$ cat config.mk
export PLATFORM = sky130hd
export DESIGN_NAME = if_fetch_flat
export DESIGN_NICKNAME = d
export VERILOG_FILES = /design/src/rtl/imem_if.sv /design/src/rtl/if_fetch.sv /design/src/flat_wrapper.sv
export SDC_FILE = /design/constraint.sdc
export NUM_CORES = 1
export LEC_CHECK = 0
export BUFFER_PORTS_ARGS = -buffer_cell sky130_fd_sc_hd__buf_2
export CAP_MARGIN = 20
export CORE_MARGIN = 3
export CORE_UTILIZATION = 35
export CTS_CLUSTER_DIAMETER = 200
export CTS_CLUSTER_SIZE = 25
export DETAILED_ROUTE_END_ITERATION = 16
export PLACE_DENSITY = 0.51
export RECOVER_POWER = 25
export SETUP_SLACK_MARGIN = 0.5
export SLEW_MARGIN = 0
export SYNTH_ARGS = -nofsm -noshare
export SYNTH_HDL_FRONTEND = slang
export SYNTH_SLANG_ARGS = --single-unit
$ cat constraint.sdc
create_clock -name clk -period 2.25 [get_ports clk]
set_input_delay 0.45 -clock clk [delete_from_list [all_inputs] [get_ports clk]]
set_output_delay 0.45 -clock clk [all_outputs]
set_load 0.005 [all_outputs]
$ cat src/rtl/imem_if.sv
// Instruction-memory request/response bus: one request channel (req/addr/gnt)
// and one in-order read-data channel (rvalid/rdata).
interface imem_if;
    logic        req;
    logic [31:0] addr;
    logic        gnt;
    logic        rvalid;
    logic [31:0] rdata;

    modport master (
        output req,
        output addr,
        input  gnt,
        input  rvalid,
        input  rdata
    );

    modport slave (
        input  req,
        input  addr,
        output gnt,
        output rvalid,
        output rdata
    );
endinterface

$ cat src/rtl/if_fetch.sv
// Instruction fetch stage: one outstanding memory request, a single output
// register towards decode and a one-entry skid buffer for responses that land while decode stalls.
module if_fetch #(
    parameter logic [31:0] RESET_PC = 32'h0000_0000
) (
    input  logic        clk,
    input  logic        rst_n,
    imem_if.master      imem,
    input  logic        redirect_i,
    input  logic [31:0] redirect_pc_i,
    input  logic        stall_i,
    output logic [31:0] instr_o,
    output logic [31:0] addr_o,
    output logic        valid_o
);

    typedef enum logic [1:0] {
        ST_REQ   = 2'd0,
        ST_WAIT  = 2'd1,
        ST_HOLD  = 2'd2,
        ST_DRAIN = 2'd3
    } state_t;

    state_t      state_reg, state_next;
    logic [31:0] pc_reg, pc_next;
    logic [31:0] opc_reg, opc_next;
    logic [31:0] instr_reg, instr_next;
    logic [31:0] addr_reg, addr_next;
    logic        valid_reg, valid_next;
    logic [31:0] skid_instr_reg, skid_instr_next;
    logic [31:0] skid_addr_reg, skid_addr_next;
    logic        accept;

    assign accept    = valid_reg && !stall_i;
    assign imem.req  = rst_n && (state_reg == ST_REQ);
    assign imem.addr = pc_reg;
    assign instr_o   = instr_reg;
    assign addr_o    = addr_reg;
    assign valid_o   = valid_reg;

    always_ff @(posedge clk) begin
        if (!rst_n) begin
            state_reg      <= ST_REQ;
            pc_reg         <= RESET_PC;
            opc_reg        <= 32'd0;
            instr_reg      <= 32'd0;
            addr_reg       <= 32'd0;
            valid_reg      <= 1'b0;
            skid_instr_reg <= 32'd0;
            skid_addr_reg  <= 32'd0;
        end else begin
            state_reg      <= state_next;
            pc_reg         <= pc_next;
            opc_reg        <= opc_next;
            instr_reg      <= instr_next;
            addr_reg       <= addr_next;
            valid_reg      <= valid_next;
            skid_instr_reg <= skid_instr_next;
            skid_addr_reg  <= skid_addr_next;
        end
    end

    always_comb begin
        state_next      = state_reg;
        pc_next         = pc_reg;
        opc_next        = opc_reg;
        instr_next      = instr_reg;
        addr_next       = addr_reg;
        valid_next      = valid_reg;
        skid_instr_next = skid_instr_reg;
        skid_addr_next  = skid_addr_reg;

        // Consumed with nothing to replace it: data stays, only valid drops.
        if (accept) begin
            valid_next = 1'b0;
        end

        case (state_reg)
            ST_REQ: begin
                if (imem.gnt) begin
                    opc_next   = pc_reg;
                    pc_next    = pc_reg + 32'd4;
                    state_next = ST_WAIT;
                end
            end
            ST_WAIT: begin
                if (imem.rvalid) begin
                    if (!valid_reg || !stall_i) begin
                        instr_next = imem.rdata;
                        addr_next  = opc_reg;
                        valid_next = 1'b1;
                        state_next = ST_REQ;
                    end else begin
                        skid_instr_next = imem.rdata;
                        skid_addr_next  = opc_reg;
                        state_next      = ST_HOLD;
                    end
                end
            end
            ST_HOLD: begin
                if (accept) begin
                    instr_next      = skid_instr_reg;
                    addr_next       = skid_addr_reg;
                    valid_next      = 1'b1;
                    skid_instr_next = 32'd0;
                    skid_addr_next  = 32'd0;
                    state_next      = ST_REQ;
                end
            end
            ST_DRAIN: begin
                if (imem.rvalid) begin
                    state_next = ST_REQ;
                end
            end
            default: begin
                state_next = ST_REQ;
            end
        endcase

        // Redirect overrides everything above; a request still in flight
        // (granted now or earlier, not yet answered) must be drained.
        if (redirect_i) begin
            pc_next         = {redirect_pc_i[31:2], 2'b00};
            valid_next      = 1'b0;
            instr_next      = 32'd0;
            addr_next       = 32'd0;
            skid_instr_next = 32'd0;
            skid_addr_next  = 32'd0;
            case (state_reg)
                ST_WAIT:  state_next = imem.rvalid ? ST_REQ : ST_DRAIN;
                ST_REQ:   state_next = imem.gnt ? ST_DRAIN : ST_REQ;
                ST_DRAIN: state_next = imem.rvalid ? ST_REQ : ST_DRAIN;
                default:  state_next = ST_REQ;
            endcase
        end
    end

endmodule

$ cat src/flat_wrapper.sv
// flat-port wrapper written by rule: the top's interface ports become plain ports
module if_fetch_flat 
#(
    parameter logic [31:0] RESET_PC = 32'h0000_0000
)
  (clk, rst_n, redirect_i, redirect_pc_i, stall_i, instr_o, addr_o, valid_o, imem_req, imem_addr, imem_gnt, imem_rvalid, imem_rdata);
  imem_if imem_i ();
  input  logic clk;
  input  logic rst_n;
  input  logic redirect_i;
  input  logic [31:0] redirect_pc_i;
  input  logic stall_i;
  output logic [31:0] instr_o;
  output logic [31:0] addr_o;
  output logic valid_o;
  output wire logic [$bits(imem_i.req)-1:0] imem_req;
  output wire logic [$bits(imem_i.addr)-1:0] imem_addr;
  input wire logic [$bits(imem_i.gnt)-1:0] imem_gnt;
  input wire logic [$bits(imem_i.rvalid)-1:0] imem_rvalid;
  input wire logic [$bits(imem_i.rdata)-1:0] imem_rdata;
  assign imem_req = imem_i.req;
  assign imem_addr = imem_i.addr;
  assign imem_i.gnt = imem_gnt;
  assign imem_i.rvalid = imem_rvalid;
  assign imem_i.rdata = imem_rdata;
  if_fetch #(.RESET_PC(RESET_PC)) u_core (.clk(clk), .rst_n(rst_n), .imem(imem_i), .redirect_i(redirect_i), .redirect_pc_i(redirect_pc_i), .stall_i(stall_i), .instr_o(instr_o), .addr_o(addr_o), .valid_o(valid_o));
endmodule
==> impl_results.rst, run 1 <==
.. list-table::
   :header-rows: 1

   * - Metric
     - Value
   * - Maximum number of pins on one net before global-route repair
     - 47
   * - Via count
     - 7220
   * - Number of nets with antenna violations after routing
     - 0
   * - Share of the synthesized area in compound gates (AO/OA/AOI/OAI)
     - 20.8%
   * - Post-synthesis mux area share
     - 0%
   * - Slew at the pin with the worst max-slew slack
     - 533 ps
   * - Syn avg cell area
     - 8.09 um^2
   * - Slew headroom
     - 64.5%
   * - Class of the worst hold path
     - in -> reg
   * - Number of storage elements in the synthesis netlist
     - 187
   * - Highest fanout seen on the critical path
     - 15
   * - Setup total negative slack
     - 0 ps
   * - IO Pins
     - 168
   * - Pleak
     - 3.97 nW
   * - Worst voltage drop across the vdd grid
     - 399 uV
   * - Final weighted congestion in routability-driven placement
     - 0.781
   * - Clock tree from TritonCTS
     - yes
   * - Number of inserted diodes
     - 0
   * - Library cell occupying the most area in the post-synthesis netlist
     - sky130_fd_sc_hd__dfxtp_1
   * - Area growth from synthesis to final layout
     - 34.1%
   * - Total Wirelength
     - 24100 um
   * - Clock Skews
     - 11.8 ps
   * - Proportion of layout cells with a drive suffix above 1
     - 26.1%
   * - Number of failing hold endpoints at the final stage
     - 0
   * - Net switching share of the total power
     - 28.7%
   * - Slowest Stage Delay on Critical Path
     - 490 ps
   * - Number of fill cells in the layout
     - 2243
   * - First-pass iteration count of the detailed router
     - 5
   * - Post-Synthesis Cell Area
     - 8090 um^2
   * - Share of the cycle needed by the critical path after routing
     - 83.2%
   * - Port Buffers
     - 161
   * - Total Nets Final
     - 1242
   * - Core box area
     - 22200 um^2
   * - Sequential share of the synthesized area
     - 46.3%
   * - FMAX
     - 534 MHz
   * - Global-route wire length before repair
     - 35600 um
   * - Synth cell types
     - 46
   * - Final standard cell utilization of the core
     - 48.8%
   * - Delay-heaviest family, CP
     - buffers and inverters
   * - Syn Inst Count
     - 1000
   * - Part of the total power dissipated in the clock network
     - 36.8%
   * - Share of synthesized registers carrying an async set or reset
     - 0%
   * - Vias per inst
     - 4.95
   * - Critical Path Sink Type
     - flop
   * - Number of slew-limit violations in the final report
     - 0
   * - Classification of the worst setup path
     - reg -> reg
   * - Most instantiated library cell after synthesis
     - sky130_fd_sc_hd__nand2_1
   * - Final design area excluding fillers
     - 10800 um^2
   * - Post-synth top area share
     - 46.3%
   * - Simple logic cell fraction of the synthesized area
     - 23.9%
   * - Top cells by area in the synthesized netlist
     - sky130_fd_sc_hd__dfxtp_1 46%, sky130_fd_sc_hd__nand2_1 10%, sky130_fd_sc_hd__a21oi_1 9.0%
   * - Worst EP arrival
     - 2230 ps
   * - Initial antenna violation count
     - 0
   * - Iteration-0 DRC Markers
     - 380
   * - Gr ovfl total
     - 0
   * - Comb pwr share
     - 21.9%
   * - Count of yosys warnings during synthesis
     - 0
   * - Count of final setup violators
     - 0
   * - Power per cell area
     - 811 nW/um^2
   * - Root Driver
     - sky130_fd_sc_hd__clkbuf_16
   * - Result of the run
     - finished, final reports clean
   * - DRC violation count after routing
     - 0
   * - Design Power
     - 8.79 mW
   * - Reg clk slew, reported paths
     - 70 ps
   * - Number of buffers created by CTS
     - 17
   * - Ordered list of cells on the worst path
     - inv_6 -> ha_4 -> nor3b_2 -> buf_4 -> o21ai_4 -> bufbuf_16 -> nand2_1 -> a21oi_1
   * - Required @ worst endpoint
     - 2600 ps
   * - Placed cell areas
     - 9250 um^2
   * - DP HPWL
     - 13700 um
   * - Fraction of the mapped netlist area in adder cells
     - 0.928%
   * - Horizontal extent of the die
     - 158 um
   * - Internal portion of total power
     - 6.26 mW
   * - Die area
     - 25000 um^2
   * - Number of global-route vias before repair
     - 6477
   * - Crit path time final
     - 1870 ps
   * - Total GRT Usage
     - 17.9%
   * - Most frequently used flop master after synthesis
     - sky130_fd_sc_hd__dfxtp_1
   * - Critical Path Source Type
     - flop
   * - Worst-skew pair later-pin latency
     - 420 ps
   * - Setup ws final
     - 378 ps
   * - Cts-stage hold buffer count
     - 0
   * - Net switching power
     - 2.53 mW
   * - RSZ-0062 raised after global routing
     - yes
   * - Max capacitance violation total
     - 0
   * - Combinational family with the most area after synthesis
     - simple AND/OR/NAND/NOR gates
   * - Sequential Power Share
     - 41.3%
   * - Initial core utilization
     - 36.4%
   * - WL/cell
     - 16.5 um
   * - Commonest cells in the synthesized netlist
     - 215 x sky130_fd_sc_hd__nand2_1, 187 x sky130_fd_sc_hd__dfxtp_1, 146 x sky130_fd_sc_hd__a21oi_1
   * - Number of sinks driven by the clock tree
     - 187
   * - Number of synthesized flops with an enable pin
     - 0
   * - Deepest clock path buffer count
     - 2
   * - Height of the die
     - 158 um
   * - Worst slack at placement
     - 250 ps
   * - Crit path buf inv count
     - 3
   * - Xor/xnor share of the synthesized area
     - 3.14%
   * - Cell type of the slowest stage on the worst timing path
     - sky130_fd_sc_hd__dfxtp_1
   * - Total number of H-tree levels
     - 4
   * - FP Rows
     - 54
==> cell type report <==
class,instances,area (um^2),share of cell area [%]
clock inverters,13,189,1.74
inverters,5,26.3,0.242
well taps,280,350,3.23
clock buffers,18,439,4.05
repair buffers,226,1760,16.2
multi-input cells,729,4330,39.9
flip-flops and latches,187,3750,34.6
==> final timing paths <==
| path | slack [ps] | startpoint | cells past startpoint | end |
|---|---|---|---|---|
| setup / recovery | 380 | u_core.state_reg[0] | 8 | u_core.skid_addr_reg[23] |
| hold / removal | 270 | redirect_pc_i[30] | 3 | u_core.imem.addr[30] |
| setup reg to reg | 380 | u_core.state_reg[0] | 8 | u_core.skid_addr_reg[23] |
| hold reg to reg | 450 | u_core.skid_instr_reg[30] | 2 | u_core.skid_instr_reg[30] |
==> placed cells by master, fill, tap and decap left out, drive strengths merged, types with 5 or more instances in the layout <==
master  instances
nand3          10
xnor2          19
a211oi         62
dfxtp         187
a21oi         146
o21ai          35
and2           11
buf           177
clkbuf         66
xor2           10
inv             8
nand2         216
nor2           68
nor2b          63
a21boi         30
nand4          12
ha              6
nor3            8
and4            5
==> logic make-up (layout without fill, tap and decap cells) <==
logic type	count (synthesis)	count (layout)
other	1	4
xor gates and xnor gates	29	29
DFF	187	187
and+or+nand+nor	408	408
adders and majority gates	6	6
buffers and inverters	87	262
AOI/OAI and AO/OA	282	282
==> stage by stage <==
stage          std cells  hold slack (ps)
3_5_place_dp        1394              447
5_1_grt             1458              251
4_1_cts             1444              244
2_1_floorplan       1003              437
6_report            1458              269
3_3_place_gp        1394              442
==> what timing repair did <==
item,CTS,global route
setup endpoints to repair,146,139
pin swaps,6,37
cloned,9,7
buffers inserted,10,7
gates resized for setup,30,91
endpoints found under the hold margin,0,0
==> metal layers <==
metal	GRT usage, %	part of all wire [%]	routed length [um]	up-vias
met5	0	0	0	-
met4	4.71	0.99	239	0
met3	3.39	4.6	1110	18
met2	27.4	45	10800	176
met1	26.0	50	11900	3298
li1	-	-	-	3728
==> power by group through the flow <==
stage	combinational, mW	sequential (mW)	clock [mW]
floorplan	0.857	3.67	0
global placement	1.30	3.68	0
detailed placement	1.31	3.68	0
CTS	1.65	3.61	3.31
global route	2.10	3.65	3.48
finish	1.92	3.63	3.24
==> worst register-to-register path, stage by stage, from the launching register on <==
cell	delay, ps
sky130_fd_sc_hd__dfxtp_1	490
sky130_fd_sc_hd__inv_6	70
sky130_fd_sc_hd__ha_4	200
sky130_fd_sc_hd__nor3b_2	170
sky130_fd_sc_hd__buf_4	140
sky130_fd_sc_hd__o21ai_4	200
sky130_fd_sc_hd__bufbuf_16	340
sky130_fd_sc_hd__nand2_1	70
sky130_fd_sc_hd__a21oi_1	130
Power figures use the tool's default switching activity.
==> run 2, diff against run 1 <==
--- a/config.mk
+++ b/config.mk
@@ -12,7 +12,7 @@
 export CTS_CLUSTER_DIAMETER = 200
 export CTS_CLUSTER_SIZE = 25
 export DETAILED_ROUTE_END_ITERATION = 16
-export PLACE_DENSITY = 0.51
+export PLACE_DENSITY = 0.53
 export RECOVER_POWER = 25
 export SETUP_SLACK_MARGIN = 0.5
 export SLEW_MARGIN = 0
==> constraint.sdc (replaced) <==
create_clock -name clk -period 1.68 [get_ports clk]
set_input_delay 0.336 -clock clk [delete_from_list [all_inputs] [get_ports clk]]
set_output_delay 0.336 -clock clk [all_outputs]
set_load 0.005 [all_outputs]
==> run 2 against run 1 <==
Net effect: the flow now finishes with violations (setup timing); core utilization is 10 points higher; global-route usage is 1.0 points higher; cell area is 21% higher; critical path type unchanged; largest cell class unchanged; highest routed layer unchanged.
==> impl_results.rst, run 2 (synthesis results as in run 1) <==
.. list-table::
   :header-rows: 1

   * - Metric
     - Value
   * - Result of the run
     - finished with violations (was finished, final reports clean)
   * - Violated checks
     - setup timing
   * - Worst voltage drop across the vdd grid
     - 679 uV (was 399 uV)
   * - Core box area
     - 22200 um^2 (unchanged)
   * - Number of buffers created by CTS
     - 17 (unchanged)
   * - Gr ovfl total
     - 0 (unchanged)
   * - Height of the die
     - 158 um (unchanged)
   * - DRC violation count after routing
     - 0 (unchanged)
   * - Number of sinks driven by the clock tree
     - 187 (unchanged)
   * - Setup ws final
     - -97.6 ps (was 378 ps)
   * - Iteration-0 DRC Markers
     - 328 (was 380)
   * - Share of the cycle needed by the critical path after routing
     - 106% (was 83.2%)
   * - Class of the worst hold path
     - in -> reg (unchanged)
   * - Proportion of layout cells with a drive suffix above 1
     - 49.5% (was 26.1%)
   * - Clock tree from TritonCTS
     - yes (unchanged)
   * - Pleak
     - 5.27 nW (was 3.97 nW)
   * - Highest fanout seen on the critical path
     - 5 (was 15)
   * - Number of nets with antenna violations after routing
     - 0 (unchanged)
   * - Vias per inst
     - 4.96 (was 4.95)
   * - Worst-skew pair later-pin latency
     - 420 ps (about the same)
   * - Placed cell count
     - 1424 (was 1394)
   * - Total Wirelength
     - 25000 um (was 24100 um)
   * - Slowest Stage Delay on Critical Path
     - 380 ps (was 490 ps)
   * - Design Power
     - 11.7 mW (was 8.79 mW)
   * - FMAX
     - 563 MHz (was 534 MHz)
   * - Number of slew-limit violations in the final report
     - 0 (unchanged)
   * - Deepest clock path buffer count
     - 2 (unchanged)
   * - Delay-heaviest family, CP
     - simple AND/OR/NAND/NOR gates (was buffers and inverters)
   * - Die area
     - 25000 um^2 (unchanged)
   * - Area growth from synthesis to final layout
     - 62.2% (was 34.1%)
   * - Critical Path Sink Type
     - flop (unchanged)
   * - Total number of H-tree levels
     - 4 (unchanged)
   * - Horizontal extent of the die
     - 158 um (unchanged)
   * - Reg clk slew, reported paths
     - 70 ps (about the same)
   * - Maximum number of pins on one net before global-route repair
     - 54 (was 47)
   * - Cts-stage hold buffer count
     - 0 (unchanged)
   * - Via count
     - 7806 (was 7220)
   * - Port Buffers
     - 161 (unchanged)
   * - Cell type of the slowest stage on the worst timing path
     - sky130_fd_sc_hd__dfxtp_4 (was sky130_fd_sc_hd__dfxtp_1)
   * - FP Rows
     - 54 (unchanged)
   * - Total Nets Final
     - 1358 (was 1242)
   * - Power per cell area
     - 888 nW/um^2 (was 811 nW/um^2)
   * - Initial antenna violation count
     - 0 (unchanged)
   * - Crit path buf inv count
     - 4 (was 3)
   * - Number of failing hold endpoints at the final stage
     - 0 (unchanged)
   * - Ordered list of cells on the worst path
     - inv_6 -> buf_12 -> ha_4 -> buf_6 -> nand4_4 -> nor3_4 -> buf_4 -> nand3_2 -> xor2_1 -> a21oi_1 (was inv_6 -> ha_4 -> nor3b_2 -> buf_4 -> o21ai_4 -> bufbuf_16 -> nand2_1 -> a21oi_1)
   * - First-pass iteration count of the detailed router
     - 4 (was 5)
   * - Most frequent cells in the layout
     - 142 x sky130_fd_sc_hd__dfxtp_1, 123 x sky130_fd_sc_hd__nand2_1, 118 x sky130_fd_sc_hd__buf_2, 102 x sky130_fd_sc_hd__a21oi_1, 92 x sky130_fd_sc_hd__buf_6 (was 212 x sky130_fd_sc_hd__nand2_1, 180 x sky130_fd_sc_hd__dfxtp_1, 141 x sky130_fd_sc_hd__a21oi_1, 118 x sky130_fd_sc_hd__buf_2, 61 x sky130_fd_sc_hd__nor2b_1)
   * - Count of final setup violators
     - 93 (was 0)
   * - DP HPWL
     - 14800 um (was 13700 um)
   * - RSZ-0062 raised after global routing
     - yes (unchanged)
   * - Worst EP arrival
     - 2130 ps (was 2230 ps)
   * - WL/cell
     - 15.9 um (was 16.5 um)
   * - Number of inserted diodes
     - 0 (unchanged)
   * - Required @ worst endpoint
     - 2030 ps (was 2600 ps)
   * - Crit path time final
     - 1780 ps (was 1870 ps)
   * - IO Pins
     - 168 (unchanged)
   * - Number of global-route vias before repair
     - 7082 (was 6477)
   * - Critical Path Source Type
     - flop (unchanged)
   * - Final weighted congestion in routability-driven placement
     - 0.803 (was 0.781)
   * - Most common cell after layout, fill and taps aside
     - sky130_fd_sc_hd__dfxtp_1 (was sky130_fd_sc_hd__nand2_1)
   * - Global-route wire length before repair
     - 37600 um (was 35600 um)
   * - Root Driver
     - sky130_fd_sc_hd__clkbuf_16 (unchanged)
   * - Initial core utilization
     - 36.4% (unchanged)
   * - Clock Skews
     - 10.3 ps (was 11.8 ps)
   * - Max capacitance violation total
     - 0 (unchanged)
   * - Final Instance Count excl. Fillers
     - 1575 (was 1458)
   * - Classification of the worst setup path
     - reg -> reg (unchanged)
   * - Total GRT Usage
     - 18.9% (was 17.9%)
[run 2: tightest hold or removal path, cell delays in order]
cell	delay (ps)
sky130_fd_sc_hd__buf_2	70
sky130_fd_sc_hd__o21ai_0	60
sky130_fd_sc_hd__a21oi_1	100
[run 2: worst paths after layout]
check,from,to,slack [ps],cells after the start
worst max-delay path,u_core.state_reg[0],u_core.imem.addr[23],-100,10
worst min-delay path,redirect_pc_i[17],u_core.imem.addr[17],170,3
worst max register to register,u_core.state_reg[0],u_core.imem.addr[23],-100,10
worst min register to register,u_core.opc_reg[11],u_core.opc_reg[11],450,2
[run 2: cell type report]
cell class              instances  area, um^2
repair buffers                342        3270
multi-input cells             729        5070
fillers                      1931        9110
clock inverters                12         114
flip-flops and latches        187        3840
well taps                     280         350
clock buffers                  20         447
inverters                       5        26.3
[run 2: metal layers]
layer  track usage (%)  part of all wire, %  vias up
met4              4.01                 0.82        0
met3              3.64                  4.4       15
met2              30.4                   48      170
met5                 0                    0        -
li1                  -                    -     3969
met1              26.5                   47     3652
[run 2: repair_timing]
action                                  CTS  global route
endpoints found under the setup margin  281           281
resized for setup                       148           311
buffers inserted                         35            69
pin swaps                               111           114
gates cloned                             10             5
endpoints found under the hold margin     0             0
[run 2: where the power goes]
part / internal (mW) / total, mW / leakage (nW) / switching [mW]
Clock: 2.10 / 3.89 / 0.277 / 1.79
Sequential: 4.67 / 4.84 / 1.54 / 0.173
Combinational: 1.48 / 2.92 / 3.46 / 1.44
Total: 8.25 / 11.7 / 5.27 / 3.40
[run 2: per-stage QoR]
stage | setup slack, ps | util, % | hold WS (ps) | cell area, um^2 | setup TNS [ps]
after global routing | -176 | 59.0 | 185 | 13100 | -14510
final | -97.6 | 59.0 | 174 | 13100 | -2820
after CTS | -84.5 | 51.7 | 151 | 11500 | -4300
after detailed placement | -65.8 | 44.3 | 447 | 9840 | -1610
after global placement | -29.1 | 44.3 | 442 | 9840 | -402
after floorplan | 105 | - | 437 | 8510 | 0
